--- config.mk ---
export PLATFORM = sky130hd
export DESIGN_NAME = comp_nbit_pipe
export DESIGN_NICKNAME = d
export VERILOG_FILES = /design/src/rtl/comp_nbit_pipe.sv
export SDC_FILE = /design/constraint.sdc
export NUM_CORES = 1
export LEC_CHECK = 0
export CORE_MARGIN = 8
export CORE_UTILIZATION = 45
export DETAILED_ROUTE_END_ITERATION = 8
export HOLD_SLACK_MARGIN = 0.06
export PLACE_DENSITY = 0.8
export REMOVE_ABC_BUFFERS = 1
export SYNTH_ARGS = -nofsm -noshare
export SYNTH_HDL_FRONTEND = slang
export SYNTH_SLANG_ARGS = --single-unit
--- constraint.sdc ---
create_clock -name i_clk -period 1.3 [get_ports i_clk]
set_input_delay 0.39 -clock i_clk [delete_from_list [all_inputs] [get_ports i_clk]]
set_output_delay 0.39 -clock i_clk [all_outputs]
set_load 0.01 [all_outputs]
--- src/rtl/comp_nbit_pipe.sv ---
// -----------------------------------------------------------------------------
// comp_nbit_pipe
// Pipelined WIDTH-bit magnitude comparator for the FP add/sub datapath.
// Stage 0 compares 4-bit groups and registers per-group less/equal flags.
// Each following level merges up to four adjacent groups with one register per
// level. The less/equal/greater result is resolved combinationally from the
// last register. The whole pipe advances together under a valid/ready
// handshake.
//
// Optional feature macro: COMP_SIGNMAG_EN
//   defined   : mode 2'b10 compares sign-magnitude values (+0 == -0)
//   undefined : mode 2'b10 is an unsigned full-width compare
//
// Parameters
//   WIDTH  operand width, multiple of 4, 4..128
//   TAG_W  sideband tag width
// Ports
//   i_clk, i_rst_n        clock, asynchronous active-low reset
//   i_valid / o_ready     input beat handshake
//   i_data_a, i_data_b    operands
//   i_mode                00 unsigned, 01 two's complement, 10 sign-magnitude,
//                         11 unsigned
//   i_tag                 sideband returned with the result
//   o_valid / i_ready     output beat handshake
//   o_less, o_equal,      one-hot result while o_valid
//   o_greater
//   o_tag                 tag of the beat at the output
// -----------------------------------------------------------------------------
module comp_nbit_pipe #(
    parameter int WIDTH = 32,
    parameter int TAG_W = 4
) (
    input  logic             i_clk,
    input  logic             i_rst_n,
    input  logic             i_valid,
    output logic             o_ready,
    input  logic [WIDTH-1:0] i_data_a,
    input  logic [WIDTH-1:0] i_data_b,
    input  logic [1:0]       i_mode,
    input  logic [TAG_W-1:0] i_tag,
    output logic             o_valid,
    input  logic             i_ready,
    output logic             o_less,
    output logic             o_equal,
    output logic             o_greater,
    output logic [TAG_W-1:0] o_tag
);

    localparam int NGRP = WIDTH / 4;

    // Number of radix-4 merge levels needed to reduce n groups to one.
    function automatic int calc_levels(input int n);
        int lv;
        int c;
        lv = 0;
        c  = n;
        while (c > 1) begin
            c  = (c + 3) / 4;
            lv = lv + 1;
        end
        return lv;
    endfunction

    localparam int LVL = calc_levels(NGRP);

    logic             advance_s;
    logic [WIDTH-1:0] op_a_s;
    logic [WIDTH-1:0] op_b_s;
    logic [NGRP-1:0]  grp_lt_s;
    logic [NGRP-1:0]  grp_eq_s;
    logic [4*NGRP-1:0] pad_lt_s;
    logic [4*NGRP-1:0] pad_eq_s;
    logic [NGRP-1:0]  mrg_lt_s [0:LVL];
    logic [NGRP-1:0]  mrg_eq_s [0:LVL];
    logic             res_lt_s;
    logic             res_eq_s;
    logic             mag_lt_s;
    logic             mag_eq_s;

    // Stage registers: index 0 is the group-compare stage, LVL drives the output.
    logic             valid_r [0:LVL];
    logic [NGRP-1:0]  lt_r    [0:LVL];
    logic [NGRP-1:0]  eq_r    [0:LVL];
    logic [TAG_W-1:0] tag_r   [0:LVL];

`ifdef COMP_SIGNMAG_EN
    logic             is_sm_s;
    logic             zero_a_s;
    logic             zero_b_s;
    logic             sm_r     [0:LVL];
    logic             sign_a_r [0:LVL];
    logic             sign_b_r [0:LVL];
    logic             zero_a_r [0:LVL];
    logic             zero_b_r [0:LVL];
`endif

    // The pipe moves as a unit whenever the output slot is empty or being taken.
    assign advance_s = ~valid_r[LVL] | i_ready;

    // Mode pre-processing: two's complement flips the MSB so an unsigned
    // compare orders it correctly; sign-magnitude drops the sign bit.
    always_comb begin
        op_a_s = i_data_a;
        op_b_s = i_data_b;
        case (i_mode)
            2'b01: begin
                op_a_s[WIDTH-1] = ~i_data_a[WIDTH-1];
                op_b_s[WIDTH-1] = ~i_data_b[WIDTH-1];
            end
`ifdef COMP_SIGNMAG_EN
            2'b10: begin
                op_a_s[WIDTH-1] = 1'b0;
                op_b_s[WIDTH-1] = 1'b0;
            end
`endif
            default: begin
                op_a_s = i_data_a;
                op_b_s = i_data_b;
            end
        endcase
    end

`ifdef COMP_SIGNMAG_EN
    // Sign-magnitude side flags captured alongside the group compare.
    always_comb begin
        is_sm_s  = (i_mode == 2'b10);
        zero_a_s = (i_data_a[WIDTH-2:0] == {(WIDTH-1){1'b0}});
        zero_b_s = (i_data_b[WIDTH-2:0] == {(WIDTH-1){1'b0}});
    end
`endif

    // Per-group 4-bit less/equal compare.
    always_comb begin
        grp_lt_s = {NGRP{1'b0}};
        grp_eq_s = {NGRP{1'b0}};
        for (int g = 0; g < NGRP; g++) begin
            grp_lt_s[g] = (op_a_s[4*g +: 4] <  op_b_s[4*g +: 4]);
            grp_eq_s[g] = (op_a_s[4*g +: 4] == op_b_s[4*g +: 4]);
        end
    end

    // Merge tree: level k folds groups 4j..4j+3 of level k-1, most significant
    // first. Padding with less=0/equal=1 makes missing groups neutral, so
    // unused slots of every level settle to less=0, equal=1 as well.
    always_comb begin
        mrg_lt_s[0] = grp_lt_s;
        mrg_eq_s[0] = grp_eq_s;
        pad_lt_s    = {(4*NGRP){1'b0}};
        pad_eq_s    = {(4*NGRP){1'b1}};
        for (int k = 1; k <= LVL; k++) begin
            pad_lt_s    = {{(3*NGRP){1'b0}}, lt_r[k-1]};
            pad_eq_s    = {{(3*NGRP){1'b1}}, eq_r[k-1]};
            mrg_lt_s[k] = {NGRP{1'b0}};
            mrg_eq_s[k] = {NGRP{1'b1}};
            for (int j = 0; j < NGRP; j++) begin
                for (int i = 3; i >= 0; i--) begin
                    mrg_lt_s[k][j] = mrg_lt_s[k][j] | (mrg_eq_s[k][j] & pad_lt_s[4*j+i]);
                    mrg_eq_s[k][j] = mrg_eq_s[k][j] & pad_eq_s[4*j+i];
                end
            end
        end
    end

    // Pipeline registers for every stage, all enabled by the common advance.
    always_ff @(posedge i_clk or negedge i_rst_n) begin
        if (!i_rst_n) begin
            for (int k = 0; k <= LVL; k++) begin
                valid_r[k]  <= 1'b0;
                lt_r[k]     <= {NGRP{1'b0}};
                eq_r[k]     <= {NGRP{1'b0}};
                tag_r[k]    <= {TAG_W{1'b0}};
`ifdef COMP_SIGNMAG_EN
                sm_r[k]     <= 1'b0;
                sign_a_r[k] <= 1'b0;
                sign_b_r[k] <= 1'b0;
                zero_a_r[k] <= 1'b0;
                zero_b_r[k] <= 1'b0;
`endif
            end
        end else if (advance_s) begin
            valid_r[0]  <= i_valid;
            tag_r[0]    <= i_tag;
`ifdef COMP_SIGNMAG_EN
            sm_r[0]     <= is_sm_s;
            sign_a_r[0] <= i_data_a[WIDTH-1];
            sign_b_r[0] <= i_data_b[WIDTH-1];
            zero_a_r[0] <= zero_a_s;
            zero_b_r[0] <= zero_b_s;
`endif
            for (int k = 0; k <= LVL; k++) begin
                lt_r[k] <= mrg_lt_s[k];
                eq_r[k] <= mrg_eq_s[k];
            end
            for (int k = 1; k <= LVL; k++) begin
                valid_r[k]  <= valid_r[k-1];
                tag_r[k]    <= tag_r[k-1];
`ifdef COMP_SIGNMAG_EN
                sm_r[k]     <= sm_r[k-1];
                sign_a_r[k] <= sign_a_r[k-1];
                sign_b_r[k] <= sign_b_r[k-1];
                zero_a_r[k] <= zero_a_r[k-1];
                zero_b_r[k] <= zero_b_r[k-1];
`endif
            end
        end
    end

    // Final resolve. Only group 0 of the last level is live; the others are
    // neutral, so reductions over the whole vector give the magnitude result.
    always_comb begin
        mag_lt_s = |lt_r[LVL];
        mag_eq_s = &eq_r[LVL];
        res_lt_s = mag_lt_s;
        res_eq_s = mag_eq_s;
`ifdef COMP_SIGNMAG_EN
        if (sm_r[LVL]) begin
            if (zero_a_r[LVL] & zero_b_r[LVL]) begin
                res_lt_s = 1'b0;
                res_eq_s = 1'b1;
            end else if (sign_a_r[LVL] != sign_b_r[LVL]) begin
                res_lt_s = sign_a_r[LVL];
                res_eq_s = 1'b0;
            end else if (!sign_a_r[LVL]) begin
                res_lt_s = mag_lt_s;
                res_eq_s = mag_eq_s;
            end else begin
                // Both negative: the larger magnitude is the smaller value.
                res_lt_s = ~mag_lt_s & ~mag_eq_s;
                res_eq_s = mag_eq_s;
            end
        end else begin
            res_lt_s = mag_lt_s;
            res_eq_s = mag_eq_s;
        end
`endif
    end

    // Result flags are qualified by valid so idle cycles show all zeros.
    assign o_ready   = advance_s;
    assign o_valid   = valid_r[LVL];
    assign o_less    = valid_r[LVL] & res_lt_s;
    assign o_equal   = valid_r[LVL] & res_eq_s;
    assign o_greater = valid_r[LVL] & ~res_lt_s & ~res_eq_s;
    assign o_tag     = tag_r[LVL];

endmodule

Yosys cells after proc, flatten, opt, wreduce, memory -nomap -nowiden
Cells that the tools add are included.
{ "word_totals": {"ff_bits": 40, "latchBits": 0, "ram_bits": 0, "mem_bits_ro": 0, "inputBits": 74, "out_inout_bits": 9, "word_cells": 69, "n_memories": 0} }
{ "classes": {"addsub": 0, "n_mul": 0, "div_mod_pow": 0, "magnitude_cmp": 8, "n_eq_ne": 9, "shifts": 0, "mux": 2, "n_bitwise": 37, "reduce_logical": 1} }
{ "ops": {"columns": ["operator", "n"], "rows": [
  ["$eq A4 B4 Y1", 8],
  ["$lt A4 B4 Y1", 8],
  ["$and A1 B1 Y1", 24],
  ["$or A1 B1 Y1", 8],
  ["$reduce_and A8 Y1", 1],
  ["$not A1 Y1", 5],
  ["$eq A2 B1 Y1 const B", 1],
  ["$mux W1", 2]
]} }

Depth between registers and ports, before layout
Gate-level depths: netlist of the first run.
{ "logic_depth": {"depth_word": 4, "mapped_depth": 6, "ltp_nobuf": 6} }

Worst setup path before layout of the first run
Ideal clock, no wire load.
{ "synth_path": {"kind": "reg2out", "startpoint": "reg valid_r, in the netlist o_valid", "endpoint": "out o_ready", "arrival_ns": 0.858, "t_required_ns": 0.910, "setup_slack_ns": 0.052, "path_stages_with_launch": 5, "path_buffers": 1, "path_cell_list": "dfrtp_1 inv_2 nor2_8 inv_2 buf_2"} }
{ "synth_between": {"elab_chain_len": 2} }
{ "synth_lines": {"columns": ["element", "line_no", "rtl"], "rows": [
  ["start, declared", "81", "logic valid_r [0:LVL];"],
  ["start signal, assigned by index", "195", "valid_r[k] <= valid_r[k-1];"],
  ["$not A1 Y1", "98", "assign advance_s = ~valid_r[LVL] | i_ready;"],
  ["$or A1 B1 Y1", "98", null],
  ["end, declared", "36", "output logic o_ready,"]
]} }
No other way between the ends.

Final worst setup path of the first run
Same ends and word-level chain as after synthesis.

==> results.py, run 1 <==
metrics = {
    "outcome": {
        "outcome": "finished with violations",
        "violations": "setup timing",
    },
    "clock_network": {
        "cts_hold_buf": 0,
        "numCtsBuffers": 5,
        "root_buffer": "clkbuf_8",
        "clk-insertion-delay-late_ns": 0.29,
        "cts_buffer_depth": 2,
        "cts_max_level": 2,
        "cts_tree": "built",
        "cts.sinks": 39,
        "clk_pin_slew_ns": 0.07,
    },
    "grt": {
        "grt_pass1_vias": 2099,
        "grt_max_degree": 42,
        "grt_use_total": 0.1459,
        "grt_antenna_before_repair": 0,
        "grt_pass1_wl_um": 8963,
        "grt_overflow": 0,
    },
    "routing": {
        "met3_length_um": 372,
        "vias": 2216,
        "drtIter0Drc": 144,
        "wl_um": 6711,
        "wire_per_inst_um": 15.05,
        "wirelength_met1_um": 2708,
        "top_layer": "met4",
        "drt-pass1-iter-count": 4,
        "antenna_left": 0,
        "viasPerCell": 4.969,
        "drc": 0,
        "route.met2.wl_um": 3561,
    },
    "sta": {
        "rsz0062_at_grt": "true",
        "setup_violations": 7,
        "period_minus_slack_ns": 1.486,
        "setup_ws_ns": -0.1864,
        "hold_viol": 0,
        "post-route-period-util": 1.143,
        "slew_headroom": 0.8603,
        "max_freq_mhz": 672.8,
        "tightest_slew_ns": 0.2095,
        "fin_skew_ns": 0.006039,
        "maxSlewViolCount": 0,
    },
    "synth": {
        "synth_top_area_frac": 0.4228,
        "syn_area_per_cell_um2": 8.487,
        "syn-instance-count": 272,
        "ys_ff_latch": 39,
        "ys_top_cells_by_area": "dfrtp_1 42%, ha_1 17%, nand2_1 11%, inv_1 6.3%, a21oi_1 5.9%",
        "synth_warnings": 0,
        "yosysSeqAreaShare": 0.4228,
        "synthesis.area_um2": 2308,
        "yosys.area.top_type": "dfrtp_1",
        "yosysUniqueCellTypes": 25,
    },
    "die": {
        "rows": 26,
        "core_um2": 5042,
        "die_area_um2": 7678,
        "start_util": 0.4578,
        "fp.dieH_um": 87.63,
        "ios": 83,
        "fp.dieW_um": 87.63,
    },
    "finish": {
        "syn2layout_area_growth_pct": 67.59,
        "fillerInstances": 348,
        "utilization": 0.7672,
        "diodes": 0,
        "final_nets": 482,
        "drive_gt1_frac": 0.2872,
    },
    "placement": {
        "io_buffers": 82,
        "gp_congestion": 0.7931,
        "dpl.hpwl_um": 4226,
        "dp_slack_ns": -0.7121,
    },
    "setup_path": {
        "crit_path_start_kind": "register",
        "crit_required_ns": 0.91,
        "worstSetupPathType": "reg -> out",
        "crit_fanout": 3,
        "arrival_ns": 1.10,
        "end_kind": "output pin",
    },
    "flow_run": {
        "maxCapViolCount": 0,
    },
    "power_and_ir_drop": {
        "power.density_nw_per_um2": 1120,
        "vdd_drop_max_mv": 1.059,
        "leakagePower_nw": 1.880,
    },
    "worst_hold_path": {
        "min_path_type": "in -> async",
    },
}
metal layers:
metal	vias to the layer above	global-route usage
met4	0	0.02813
met3	7	0.05347
li1	1090	-
met1	1063	0.1581
met5	-	0
met2	56	0.2652
state kept, by name, summed over array words and instances (netlist names):
register  count
eq_r         13
lt_r         11
o_tag         4
o_valid       1
tag_r         8
valid_r       2
cell families (layout without fill, tap and decap cells):
group	count (synthesis)	count (layout)	share of synthesized area
flip-flops	39	39	0.4228
adder cells (fa/ha/maj)	31	31	0.1680
buffers and inverters	52	156	0.09865
multiplexers	1	1	0.004878
AND/OR/NAND/NOR	97	97	0.1827
AO/OA/AOI/OAI	52	52	0.1230
timing repair:
action	in CTS	in global routing
buffers inserted	0	2
pin swaps	13	17
setup endpoints to repair	48	45
gates resized for setup	59	71
gates cloned	0	6
per-stage QoR:
step | instances | instance area (um^2) | hold WS [ns] | power [mW] | TNS [ns]
finish | 446 | 3869 | 0.05222 | 4.335 | -0.6597
global route | 446 | 3869 | 0.07028 | 4.593 | -1.207
global placement | 432 | 3293 | 0.3687 | 3.058 | -17.64
floorplan | 261 | 2235 | 0.09441 | 2.341 | -2.626
CTS | 438 | 3422 | 0.06457 | 3.843 | -1.547
detailed placement | 432 | 3293 | 0.3704 | 3.115 | -18.22
critical path, cell delays in order, from the launching register on:
cell and delay (ns):
dfrtp_1 0.40, inv_2 0.09, nor2_8 0.15, inv_4 0.05, buf_6 0.11
worst paths after layout:
check	start	end	slack [ns]	cells past startpoint
min in group i_clk	o_tag[0]	o_tag[0]	0.46	2
max	o_valid	o_ready	-0.19	4
min	i_rst_n	tag_r[8]	0.05	2
min reg2reg	o_tag[0]	o_tag[0]	0.46	2
max reg2reg	o_valid	eq_r[10]	-0.01	6
max in group asynchronous	i_rst_n	eq_r[0]	1.05	2
synthesized netlist by cell type, drive strengths merged:
cell	count
a41oi	2
o21ai	20
nand2	65
or2	1
nand3	12
or2b	2
nand2b	2
inv	41
nor2	11
nor3b	1
mux2	1
o211ai	1
a21oi	27
buf	11
a21o	2
and2	1
dfrtp	39
nand4	2
ha	31
cell type report:
cell class                 instances  area [um^2]  area share
clock buffer                       6        72.57     0.01876
sequential                        39        975.9      0.2523
multi-input combinational        181         1440      0.3723
tap                               70        87.58     0.02264
inverter                          41        156.4     0.04043
timing repair buffer             109         1136      0.2937
where the power goes:
group,internal (mW),switching (mW)
combinational,0.999,0.859
clock,0.358,0.389
sequential,1.52,0.211
total,2.88,1.46
cells in the final DEF (no fill, tap or decap), types with 2 or more instances in the layout:
cell type	instances
buf_4	16
buf_2	6
nand3_2	3
dlymetal6s2s_1	9
nand3_1	9
clkbuf_8	5
a41oi_1	2
buf_6	6
or2b_1	2
inv_2	6
nor2_2	9
nand4_1	2
dfrtp_1	39
o21ai_1	7
a21o_1	2
a21oi_2	10
nand2_2	5
buf_12	3
nand2_1	60
nand2b_1	2
o21ai_2	10
dlygate4sd2_1	4
clkdlybuf4s50_1	59
inv_1	34
clkbuf_16	4
o21ai_0	3
ha_4	16
ha_1	14
a21oi_1	17
Note: power is estimated with default switching activity, not from simulation.
==> run 2, diff against run 1 <==
Settings changed: SETUP_SLACK_MARGIN set to 0.3.
==> results.py, run 2 (synthesis results as in run 1) <==
metrics = {
    "setup_path": {
        "r2r-start": "o_valid",
        "r2r-end": "eq_r[10]",
        "startpoint": "o_valid",
        "crit_slowest_cell": "dfrtp_1",
        "crit_required_ns": 0.91,
        "arrival_ns": 1.11,
        "cp_cell_sequence": "inv_2, nor2_8, inv_4, buf_6",
        "worstSetupPathType": "reg -> out",
        "crit_path_start_kind": "register",
        "max_stage_delay_ns": 0.40,
        "crit_fanout": 3,
        "regToRegSetupSlack_ns": -0.14,
        "reg2reg_depth": 7,
        "end_kind": "output pin",
        "crit_end": "o_ready",
    },
    "power_and_ir_drop": {
        "vdd_drop_max_mv": 0.9166,
        "leakagePower_nw": 2.032,
        "power.density_nw_per_um2": 1222,
    },
    "die": {
        "core_um2": 5042,
        "fp.dieH_um": 87.63,
        "die_area_um2": 7678,
        "rows": 26,
        "ios": 83,
        "fp.dieW_um": 87.63,
        "start_util": 0.4578,
    },
    "clock_network": {
        "cts_buffer_depth": 2,
        "cts_tree": "built",
        "clk-insertion-delay-late_ns": 0.29,
        "cts_max_level": 2,
        "cts_hold_buf": 0,
        "root_buffer": "clkbuf_8",
        "numCtsBuffers": 5,
        "clk_pin_slew_ns": 0.07,
        "cts.sinks": 39,
    },
    "sta": {
        "hold-worst-slack_ns": 0.04509,
        "slew_headroom": 0.8153,
        "maxSlewViolCount": 0,
        "max_freq_mhz": 667.7,
        "tightest_slew_ns": 0.2771,
        "period_minus_slack_ns": 1.498,
        "finalSetupTns_ns": -1.948,
        "setup_violations": 34,
        "setup_ws_ns": -0.1977,
        "post-route-period-util": 1.152,
        "hold_viol": 0,
        "rsz0062_at_grt": "true",
        "fin_skew_ns": 0.003877,
    },
    "routing": {
        "antenna_left": 0,
        "vias": 2389,
        "drtIter0Drc": 101,
        "drc": 0,
        "wl_um": 8764,
        "wire_per_inst_um": 19.14,
        "drt-pass1-iter-count": 4,
        "viasPerCell": 5.216,
    },
    "grt": {
        "grt_pass1_wl_um": 10870,
        "grt_overflow": 0,
        "grt_use_total": 0.1805,
        "grt_antenna_before_repair": 1,
        "grt_max_degree": 40,
        "grt_pass1_vias": 2358,
    },
    "placement": {
        "dpl.hpwl_um": 4226,
        "dp_slack_ns": -0.7121,
        "gp_congestion": 0.7931,
        "io_buffers": 82,
    },
    "outcome": {
        "violations": "setup timing",
        "outcome": "finished with violations",
    },
    "worst_hold_path": {
        "min_path_type": "in -> async",
    },
    "finish": {
        "regMostFlops": "eq_r",
        "drive_gt1_frac": 0.4341,
        "final_cell_mix": "41 x clkdlybuf4s50_1, 39 x dfrtp_1, 34 x nand2_1",
        "largest_register_ffs": 13,
        "final_nets": 493,
        "top_regs": "eq_r (13), lt_r (11), tag_r (8)",
        "syn2layout_area_growth_pct": 87.70,
        "layout_commonest_cell": "clkdlybuf4s50_1",
    },
    "flow_run": {
        "maxCapViolCount": 0,
    },
}
[run 2: cell types whose count changed in the layout (fill, tap and decap cells not counted), moves of 6 or more]
| cell | delta |
|---|---|
| clkdlybuf4s50_1 | -18 |
| nor2_4 | +9 |
| nand2_1 | -26 |
| dlygate4sd2_1 | +25 |
| inv_2 | +6 |
| nand2_2 | +18 |
| inv_1 | -6 |
| nor2_2 | -9 |
| a21oi_1 | -6 |
| nand2_4 | +8 |
| dlymetal6s2s_1 | -7 |
| nand3_1 | -7 |
| buf_16 | +6 |
[run 2: worst min path at each step]
stage,depth (start not counted),endpoint,slack [ns],from
after CTS,2,tag_r[8],0.06,i_rst_n
final,2,tag_r[8],0.05,i_rst_n
after global placement,2,tag_r[4],0.37,i_rst_n
after floorplan,0,eq_r[0],0.09,i_rst_n
after global routing,2,tag_r[8],0.07,i_rst_n
after detailed placement,2,tag_r[8],0.37,i_rst_n
[run 2: repair_timing]
action                                  CTS  global route
setup buffers                             2             6
resized for setup                       139            99
gates cloned                              6             5
pin swaps                                29            40
endpoints found under the setup margin   48            48
endpoints found under the hold margin     0             0
[run 2: routing by layer]
layer	vias to the layer above	wire length, um	global-route usage
li1	1112	-	-
met1	1150	3261	0.1969
met2	98	4737	0.3278
met3	29	516	0.05722
met4	0	248	0.04688
met5	-	0	0
[run 2: cell type report]
type	instances	area, um^2
fillers	230	709.4
diodes	1	2.502
flip-flops and latches	39	975.9
repair buffers	120	1349
well taps	70	87.58
clock buffers	6	72.57
inverters	41	156.4
multi-input cells	181	1689
[run 2: critical path, delay by kind of cell, from the launching register on]
family / cells / cell delay [ns]
flops: 1 / 0.40
simple gates: 1 / 0.15
buf+inv: 3 / 0.26
[run 2: report_power, final]
group / total, mW / leakage [nW] / internal [mW] / switching [mW]
Sequential: 1.84 / 0.475 / 1.52 / 0.324
Clock: 0.758 / 0.0371 / 0.358 / 0.400
Combinational: 2.69 / 1.52 / 1.48 / 1.21
Total: 5.30 / 2.03 / 3.36 / 1.93
[run 2: stage by stage]
stage	power, mW	instances	utilization	cell area [um^2]
floorplan	2.341	261	-	2235
finish	5.295	458	0.8593	4333
detailed placement	3.115	432	0.6531	3293
CTS	4.364	446	0.7543	3804
global route	5.538	458	0.8593	4333
global placement	3.058	432	0.6531	3293
==> variant (flow settings as in run 1) <==
`WIDTH`: 32 -> 48.
--- a/src/rtl/comp_nbit_pipe.sv
+++ b/src/rtl/comp_nbit_pipe.sv
@@ -27,7 +27,7 @@
 //   o_tag                 tag of the beat at the output
 // -----------------------------------------------------------------------------
 module comp_nbit_pipe #(
-    parameter int WIDTH = 32,
+    parameter int WIDTH = 48,
     parameter int TAG_W = 4
 ) (
     input  logic             i_clk,
Ports: changed (resized i_data_a and i_data_b); port bits go from 83 to 115. No check against the original RTL was run, so the function may have changed too.
==> variant against run 1 <==
The flow still finishes with violations (negative setup slack); combinational power grew 38%; clock power grew 46%; wire length grew 31%; design area grew 36%; sequential power grew 25%; setup slack lost 0.0084 ns; sequential cell count grew 10; total power grew 34%; area after synthesis grew 32%; critical endpoint is now o_greater; highest routed layer unchanged.
==> variant: results (changes against run 1) <==
The data arrival at the endpoint of the critical path is 1.10 ns (about the same), and the clock slew at the register clock pins of the worst setup and hold paths is 0.09 ns (was 0.07 ns). The run gives 2.44 nW (was 1.88 nW) as the static leakage. Share of flip-flops with an asynchronous set or reset after synthesis: 1.00 (unchanged). The leading register cell type out of synthesis is sky130_fd_sc_hd__dfrtp_1 (unchanged).

The first-pass GRT wire length is 12.8 mm (was 8.96 mm), and the share of layout cells above drive strength 1 is 0.281 (was 0.287). Registers with the highest flip-flop counts: eq_r: 18 flops, lt_r: 16 flops, tag_r: 8 flops (was eq_r: 13 flops, lt_r: 11 flops, tag_r: 8 flops). Largest family of logic cells by synthesized area: adder cells (was simple AND/OR/NAND/NOR gates). Synth top area cells: sky130_fd_sc_hd__dfrtp_1 40%, sky130_fd_sc_hd__ha_1 19%, sky130_fd_sc_hd__nand2_1 9.1%, sky130_fd_sc_hd__inv_1 7.3%, sky130_fd_sc_hd__a21oi_1 6.7% (was sky130_fd_sc_hd__dfrtp_1 42%, sky130_fd_sc_hd__ha_1 17%, sky130_fd_sc_hd__nand2_1 11%, sky130_fd_sc_hd__inv_1 6.3%, sky130_fd_sc_hd__a21oi_1 5.9%).

The largest net degree at the start of global routing is 50 (was 42), and the largest clock skew in the final design is 0.00502 ns (was 0.00604 ns). The antenna diode count came out at 0 (unchanged). Net total in the final layout: 661 (was 482).

The worst min-delay path category is flop to flop (was input pin to asynchronous set/reset pin). For the maximum buffer depth of the clock tree, the log shows 2 (unchanged). List of most frequent post-synthesis cells: 74 x sky130_fd_sc_hd__nand2_1, 59 x sky130_fd_sc_hd__inv_1, 49 x sky130_fd_sc_hd__dfrtp_1, 47 x sky130_fd_sc_hd__ha_1, 41 x sky130_fd_sc_hd__a21oi_1 (was 65 x sky130_fd_sc_hd__nand2_1, 39 x sky130_fd_sc_hd__dfrtp_1, 39 x sky130_fd_sc_hd__inv_1, 31 x sky130_fd_sc_hd__ha_1, 27 x sky130_fd_sc_hd__a21oi_1). The post-detailed-route wirelength per cell is 15.0 um (about the same). The post-synthesis sequential area ratio was 0.403 (was 0.423). The count of routing violations after the opening detailed-route iteration is 76 (was 144). Worst-margin pin slew: 0.304 ns (was 0.210 ns). The flow ran to the end, but the final reports show violations. The number of different library cells in the post-synthesis netlist came out at 24 (was 25).

The worst-path maximum fanout was 2 (was 3); the adder and majority cell fraction of the synthesized area was 0.193 (was 0.168). For the overall track demand over capacity in global routing, the log shows 0.156 (was 0.146). The run gives 0.843 mV (was 1.06 mV) as the maximum vdd ir drop. The post-synthesis compound-gate area fraction was 0.138 (was 0.123); the number of filler instances in the final layout was 467 (was 348).

The run gives -1.12 ns (was -0.660 ns) as the total negative slack. The logs give 3005 (was 2099) for the via count of the first global-routing pass and 24 (was 7) for the setup-violating endpoint count in the final report. The final worst-path setup slack was -0.195 ns (was -0.186 ns).

The mean number of vias per cell is 5.03 (was 4.97). Violated checks: negative setup slack (unchanged). The final weighted congestion in routability-driven placement was 0.749 (was 0.793); the number of input and output port buffers inserted was 114 (was 82).

The multiplexer share of the synthesized area is 0.00329 (was 0.00488).
==> variant: where the power goes <==
part | switching [mW] | internal, mW
logic | 1.16 | 1.40
registers | 0.279 | 1.88
clock network | 0.512 | 0.576
==> variant: layout make-up <==
| class | instances | share of cell area |
|---|---|---|
| tap | 80 | 0.0190 |
| inverter | 61 | 0.0440 |
| multi-input combinational | 242 | 0.385 |
| sequential | 49 | 0.233 |
| clock inverter | 3 | 0.00880 |
| timing repair buffer | 149 | 0.297 |
| clock buffer | 5 | 0.0131 |
==> variant: worst paths after layout <==
check                              to  cells after the start  startpoint  slack, ns
max                         o_greater                      3     eq_r[2]      -0.19
min                        valid_r[1]                      2  valid_r[1]       0.48
max reg2reg                 tag_r[10]                      9     o_valid      -0.05
min reg2reg                valid_r[1]                      2  valid_r[1]       0.48
max in group asynchronous    eq_r[31]                      3     i_rst_n       0.48
min in group asynchronous    tag_r[8]                      3     i_rst_n       0.59
==> variant: stage by stage <==
stage	total power [mW]	worst slack (ns)	area (sq um)	std cells	hold slack, ns
floorplan	2.88	-0.517	2960	352	0.0944
global placement	3.78	-0.634	4370	567	0.392
detailed placement	3.86	-0.629	4370	567	0.392
CTS	5.10	-0.198	4590	582	0.471
global route	6.18	-0.258	5260	589	0.509
finish	5.81	-0.195	5260	589	0.477
==> variant: routing by layer <==
metal	track usage	wire length, um	vias to the layer above
met5	0	0	-
met3	0.0498	441	14
met1	0.168	3340	1398
li1	-	-	1476
met4	0.0425	170	0
met2	0.285	4860	75
==> variant: repair_timing <==
action | 4_1_cts | 5_1_grt
hold buffers | 1 | 0
pin swaps | 13 | 68
hold endpoints to repair | 11 | 0
gates cloned | 1 | 4
resized for setup | 65 | 123
buffers inserted | 5 | 4
endpoints found under the setup margin | 43 | 43
